## src/rtl/regfile_pkg.sv

```systemverilog
// Shared types and default sizing for the scoreboarded register file.
package regfile_pkg;
    localparam int ADDRW_DEF = 5;
    localparam int DATAW_DEF = 32;

    typedef enum logic {
        CLEAR = 1'b0,
        RUN   = 1'b1
    } state_e;
endpackage

```

## src/rtl/regfile_clr_seq.sv

```systemverilog
// Power-up clear sequencer: walks x1..xN-1 writing zero, then flags ready.
module regfile_clr_seq
    import regfile_pkg::*;
#(
    parameter int ADDRW = ADDRW_DEF
) (
    input  logic             clk,
    input  logic             rst_n,
    output logic             ready,
    output logic             clr_we,
    output logic [ADDRW-1:0] clr_addr,
    output state_e           state
);
    state_e           state_q, state_d;
    logic [ADDRW-1:0] cnt_q, cnt_d;
    logic             ready_q, ready_d;

    always_comb begin
        state_d  = state_q;
        cnt_d    = cnt_q;
        clr_we   = 1'b0;
        clr_addr = cnt_q;
        case (state_q)
            CLEAR: begin
                clr_we = 1'b1;
                if (cnt_q == '1) state_d = RUN;
                else             cnt_d   = cnt_q + ADDRW'(1);
            end
            RUN:     ;
            default: state_d = CLEAR;
        endcase
        // Registered so ready is high exactly from the first RUN cycle.
        ready_d = (state_d == RUN);
    end

    always_ff @(posedge clk or negedge rst_n) begin
        if (!rst_n) begin
            state_q <= CLEAR;
            cnt_q   <= ADDRW'(1);
            ready_q <= 1'b0;
        end else begin
            state_q <= state_d;
            cnt_q   <= cnt_d;
            ready_q <= ready_d;
        end
    end

    assign ready = ready_q;
    assign state = state_q;
endmodule

```

## src/rtl/regfile_sb.sv

```systemverilog
// Register file with x0 hardwired to zero, writeback bypass and a per-register
// pending (scoreboard) bit set on issue and cleared on writeback.
module regfile_sb
    import regfile_pkg::*;
#(
    parameter int ADDRW = ADDRW_DEF,
    parameter int DATAW = DATAW_DEF,
    parameter int NRD   = 2
) (
    input  logic                 clk,
    input  logic                 rst_n,
    output logic                 ready,
    input  logic                 wr_en,
    input  logic [ADDRW-1:0]     addr_d,
    input  logic [DATAW-1:0]     data_d,
    input  logic                 iss_en,
    input  logic [ADDRW-1:0]     iss_addr,
    input  logic [NRD*ADDRW-1:0] rd_addr,
    output logic [NRD*DATAW-1:0] rd_data,
    output logic [NRD-1:0]       rd_busy
);
    localparam int NREG = 1 << ADDRW;

    logic             clr_we;
    logic [ADDRW-1:0] clr_addr;
    state_e           seq_state;
    logic             run;

    logic [DATAW-1:0] regs_q [NREG];
    logic             we;
    logic [ADDRW-1:0] waddr;
    logic [DATAW-1:0] wdata;

    logic [NREG-1:0]  pending_q, pending_d;

    regfile_clr_seq #(.ADDRW(ADDRW)) u_clr_seq (
        .clk      (clk),
        .rst_n    (rst_n),
        .ready    (ready),
        .clr_we   (clr_we),
        .clr_addr (clr_addr),
        .state    (seq_state)
    );

    // No handshake back-pressure: traffic is only honoured while run is high;
    // before that, writes and issues are dropped and reads/busy return zero.
    assign run = (seq_state == RUN);

    always_comb begin
        we    = 1'b0;
        waddr = addr_d;
        wdata = data_d;
        if (clr_we) begin
            we    = 1'b1;
            waddr = clr_addr;
            wdata = '0;
        end else if (run && wr_en && (addr_d != '0)) begin
            we = 1'b1;
        end
    end

    always_ff @(posedge clk) begin
        if (we) regs_q[waddr] <= wdata;
    end

    // Issue is applied after writeback so a same-cycle set wins over the clear.
    always_comb begin
        pending_d = pending_q;
        if (run) begin
            if (wr_en) pending_d[addr_d] = 1'b0;
            if (iss_en && (iss_addr != '0)) pending_d[iss_addr] = 1'b1;
        end
        pending_d[0] = 1'b0;
    end

    always_ff @(posedge clk or negedge rst_n) begin
        if (!rst_n) pending_q <= '0;
        else        pending_q <= pending_d;
    end

    always_comb begin
        rd_data = '0;
        rd_busy = '0;
        for (int i = 0; i < NRD; i++) begin : g_rd
            logic [ADDRW-1:0] ra;
            logic             byp;
            ra  = rd_addr[i*ADDRW +: ADDRW];
            byp = wr_en && (addr_d == ra);
            if (run && (ra != '0)) begin
                rd_data[i*DATAW +: DATAW] = byp ? data_d : regs_q[ra];
                rd_busy[i]                = pending_q[ra] && !byp;
            end
        end
    end
endmodule

```

## config.mk

```make
export PLATFORM = sky130hd
export DESIGN_NAME = regfile_sb
export DESIGN_NICKNAME = d
export VERILOG_FILES = /design/src/rtl/regfile_pkg.sv /design/src/rtl/regfile_clr_seq.sv /design/src/rtl/regfile_sb.sv
export SDC_FILE = /design/constraint.sdc
export NUM_CORES = 1
export LEC_CHECK = 0
export ABC_AREA = 1
export CAP_MARGIN = 20
export CORE_MARGIN = 4
export CORE_UTILIZATION = 35
export DETAILED_ROUTE_END_ITERATION = 8
export GPL_ROUTABILITY_DRIVEN = 0
export PLACE_DENSITY_LB_ADDON = 0.08
export SYNTH_ARGS = -nofsm -noshare
export SYNTH_HDL_FRONTEND = slang
export SYNTH_SLANG_ARGS = --single-unit
```

## constraint.sdc

```tcl
create_clock -name clk -period 4.2 [get_ports clk]
set_clock_uncertainty 0.05 [all_clocks]
set_input_delay 0.63 -clock clk [delete_from_list [all_inputs] [get_ports clk]]
set_output_delay 0.63 -clock clk [all_outputs]
set_load 0.02 [all_outputs]
```

# Yosys cells after proc, flatten, opt, wreduce, memory -nomap -nowiden
# Memory sizes are Yosys's and may differ from the RTL's.
# Index checks and enable logic that the tools add are counted.
# word_totals
ramBits	1024
memories	1
reg_bits	37
in_bits	56
# op_classes
n_mux	25
bitwise_logic	5
n_lt_le_gt_ge	6
reduce_logical	18
n_eq_ne	3
add_sub_neg	1
# mem_list
memory	words	word_bits	read_ports	rd_clocked_by_memory_dff	wr	line	text
regs_q	32	32	2	0	1	regfile_sb.sv:29	logic [DATAW-1:0] regs_q [NREG];
# op_table
operator	n
32-bit two-way mux	8
32-bit AND	1
32-bit inverter	1
32-bit OR	1
5-bit by 6-bit < comparator with 1-bit output, second input constant	4
5-bit nonzero test	4
1-bit two-way mux	12
1-bit logical AND	11
1-bit binary-select mux with 5-bit select	2
1-bit demux with 5-bit select	2
5-bit equality test	2
5-bit by 1-bit greater-or-equal comparator with 1-bit output, second input constant	2
5-bit by 1-bit adder with 5-bit output, second input constant	1
5-bit equality test, second input constant	1
5-bit two-way mux	1
1-bit zero test	2
1-bit inverter	2
2-bit AND reduction	1

# Depth between registers and ports, before layout
# logic_depth
depth_word	10
mapped_depth	13

# By module
# Synthesis repeated with hierarchy kept, for this count alone.
# hier_totals
cells_unflattened	6130
area_unflattened_um2	54571.1
# by_module_without_submodules
mod	instances	area_each_um2	cells_per_inst
regfile_sb	1	54270.8	6097
regfile_clr_seq	1	300.3	33

# Worst setup path after synthesis
# Ideal clock, no wire load.
# synth_timing
kind	reg-to-reg
start	register u_clr_seq.state_q (netlist: u_clr_seq.state)
end	memory regs_q[6][0] (netlist name), enable pin
setup_ns	0.421
path_stages_with_launch	9
slack_ns	0.950
t_required_ns	3.729
period_less_slack_ns	3.250
arrival_time_ns	2.779
cell_sequence	dfrtp_1 > buf_2 > clkbuf_1 > nand2_1 > o21ai_0 > inv_1 > nor2_1 > nand2_1 > nor2_1
# synth_between
elab_chain_len	6
elab_cells_between_ends	7
# synth_rtl
element	line	text
start, declared	regfile_clr_seq.sv:14	state_e state_q, state_d;
start signal, assigned	regfile_clr_seq.sv:42	state_q <= state_d;
1-bit logical AND (2 in a row)	regfile_sb.sv:57	end else if (run && wr_en && (addr_d != '0)) begin
1-bit two-way mux	regfile_sb.sv:57	
1-bit two-way mux	regfile_sb.sv:53	if (clr_we) begin
1-bit two-way mux	regfile_sb.sv:63	if (we) regs_q[waddr] <= wdata;
1-bit two-way mux (implied by the code)	regfile_sb.sv:63	
end, declared	regfile_sb.sv:29	
# Parallel ways exist; a longest one is shown, timed or not.

# Worst setup path in the final report
# layout_timing
start	register u_clr_seq.state_q (netlist: u_clr_seq.state)
end	output rd_data[38]
# layout_between
elab_chain_len	2
# layout_rtl
element	line	text
1-bit logical AND	regfile_sb.sv:89	if (run && (ra != '0)) begin
32-bit two-way mux	regfile_sb.sv:89	
end, declared	regfile_sb.sv:19	output logic [NRD*DATAW-1:0] rd_data,
# No other way between the ends.

==> impl_metrics.toml <==
[clock_tree]
path_clk_slew_ns = 0.06
cts_setup_buffers = 0
cts_tree = "done"
clock_sinks = 1061
cts_inserted_buffers = 132
root_buffer = "clkbuf_16"
clk_latency_ns = 0.74
cts_buffer_depth = 3
htreeDepth = 4

[power_and_ir_drop]
p_leak_uw = 0.0237
ir_drop_mv = 0.311
power_density_nw_per_um2 = 405
total_power_uw = 25500

[logic_synthesis]
synthFlopType = "edfxtp_1"
yosys.area.top_type = "edfxtp_1"
synthTopCellsByArea = "edfxtp_1, nand2_1, nand3_1, a21oi_1, o21ai_0"
ys_ff_latch = 1061
synth-async-reset-ratio = 0.0349
synth-warning-count = 0
ys_types = 29
avgSynthCellArea_um2 = 8.92
syn_area_um2 = 54100
syn_inst = 6063
synth_edf_count = 1024
netlist.area_leader.share = 0.568
yosysSeqAreaShare = 0.586
syn_nets = 6121

[detailed_routing]
drtIter0Drc = 5583
drcViolationCount = 0
wl_mm = 229
vias = 46336
via_per_inst = 5.63
wire_per_inst_um = 27.8
final_antenna_net_count = 0
drtPass1Iterations = 5

[critical_path]
crit_type = "reg2out"
endpoint_kind = "primary output"
critPathSlowestCell = "clkdlybuf4s50_1"
required_ns = 3.52
critPathMostFrequentCell = "nand2_1"
critPathBufInv = 3
crit_chain = "nand2_1 -> inv_4 -> nand2_1 -> inv_6 -> nand3_1 -> nand2_1 -> clkdlybuf4s50_1"
critPathMaxStageDelay_ns = 0.65
worstSetupStartpointType = "flop"
critical-path-top-delay-family = "buffers and inverters"
arrival_ns = 3.45
worst-path-max-fanout = 20

[sta]
relSlewSlack = 0.294
period_minus_slack_ns = 4.13
worst_pin_slew_ns = 1.06
finalMaxSlewViolations = 0
max_freq_mhz = 242
hold_viol_final = 0
finalSetupViolCount = 0
rsz0062_at_grt = "false"
hold_slack_ns = 0.462
fin_crit_sh = 0.984

[cells_and_area]
drive_above_1_share = 0.0726
fillerInstances = 15067
syn_to_final_growth_pct = 16.4
nets = 6152

[grt]
track_usage = 0.276
antenna_found_initial = 5
grt-ovfl-total = 0
grt_max_degree = 144
grt_pass1_vias = 43318
grt_pass1_wl_mm = 324

[placement]
place_hpwl_mm = 131
port_buffers = 122

[die]
fp.coreArea_um2 = 154000
dieArea_um2 = 161000
start_util = 0.352
fp.dieH_um = 401
io_pins = 123
die_w_um = 401
row_count = 144

[min_path]
hold_path_class = "reg2reg"

[job]
drv_cap = 0

[run_status]
status = "completed"
[synthesized netlist by cell type, types with 3 or more instances]
cell / count
a21oi_1: 507
buf_1: 50
buf_2: 228
buf_4: 21
clkbuf_1: 142
dfrtp_1: 36
edfxtp_1: 1024
inv_1: 388
inv_2: 9
nand2_1: 1801
nand3_1: 759
nand3b_1: 14
nand4_1: 10
nor2_1: 313
o211ai_1: 244
o21ai_0: 489
o21ai_1: 8
o22ai_1: 3
xor2_1: 4
[flip-flops by register name (all words and copies together), names as in the netlist]
signal / count
pending_q: 31
regs_q: 1024
u_clr_seq.clr_addr: 5
u_clr_seq.state: 1
[final cells by class]
cell class | instances | area [um2] | share of cell area
Sequential cell | 1061 | 31700 | 0.503
Multi-Input combinational cell | 4162 | 19200 | 0.304
Timing Repair Buffer | 339 | 4090 | 0.0649
Clock buffer | 171 | 3580 | 0.0568
Tap cell | 2044 | 2560 | 0.0406
Inverter | 398 | 1530 | 0.0243
Clock inverter | 54 | 359 | 0.00570
Antenna cell | 3 | 7.51 | 0.000119
[final timing paths]
check	startpoint	end	slack (ns)	cells after the start
max in group asynchronous	rst_n	u_clr_seq.state	2.96	2
max	u_clr_seq.state	rd_data[38]	0.07	7
min in group asynchronous	rst_n	u_clr_seq.clr_addr[3]	0.51	2
min reg2reg	pending_q[22]	pending_q[22]	0.46	2
max reg2reg	u_clr_seq.state	regs_q[23][19]	0.77	5
min	pending_q[22]	pending_q[22]	0.46	2
[worst reg2reg max path: stages, from the launching register on]
cell,delay (ns)
dfrtp_2,0.63
inv_1,0.22
o21ai_0,0.63
nand3_1,0.61
nor2_4,0.58
buf_12,0.31
[cell usage in the layout (no fill, tap or decap), types with 2 or more instances in the layout]
cell,n
nand2_1,1801
inv_8,2
inv_6,3
o22ai_1,3
inv_2,5
buf_16,2
clkbuf_1,33
inv_1,383
clkinv_2,20
ha_1,2
o211ai_1,244
buf_8,4
o21ai_0,489
nor3_1,2
clkbuf_16,138
nand4_1,10
xor2_1,4
a21oi_1,507
nor2_4,36
bufinv_16,4
buf_12,95
diode_2,3
a31oi_1,2
nor2_1,278
nand3_1,757
edfxtp_1,1024
clkdlybuf4s50_1,111
nand3_2,3
dfrtp_1,35
inv_4,6
buf_6,2
nand3b_1,14
buf_4,123
clkinv_1,27
o21ai_1,8
[per-stage QoR]
stage	setup slack, ns	TNS, ns	cell area, um2	util	std cells
final	0.0667	0	63000	0.409	8232
after global placement	-0.257	-1.51	58900	0.383	8001
after global routing	0.000983	0	63000	0.409	8229
after detailed placement	-0.268	-1.72	58900	0.383	8001
after floorplan	0.950	0	54100	-	6063
after CTS	0.0428	0	62900	0.409	8227
[power by group]
group	switching (uW)	total (uW)	internal, uW
clock	4520	10700	6200
sequential	30.8	11700	11700
combinational	2190	3070	885
total	6740	25500	18800
[metal layers]
metal | global-route usage | vias up | part of all wire
li1 | - | 20989 | -
met1 | 0.398 | 22727 | 0.44
met2 | 0.427 | 2189 | 0.44
met3 | 0.0463 | 431 | 0.083
met4 | 0.0836 | 0 | 0.032
met5 | 0 | - | 0
[repair_timing]
action / 4_1_cts / 5_1_grt
hold endpoints to repair: 36 / 0
hold buffers: 1 / 0
setup endpoints to repair: 16 / 0
resized for setup: 5 / 0
[cell families (layout without fill, tap and decap cells)]
family,Yosys count,in the layout,share of synthesized area
AOI/OAI and AO/OA,1253,1253,0.127
xor gates and xnor gates,5,5,0.000809
adders and majority gates,2,2,0.000463
buffers and inverters,840,962,0.0652
DFF,1061,1061,0.586
other,0,3,0
and+or+nand+nor,2902,2902,0.221
Note: power is estimated with default switching activity, not from simulation.
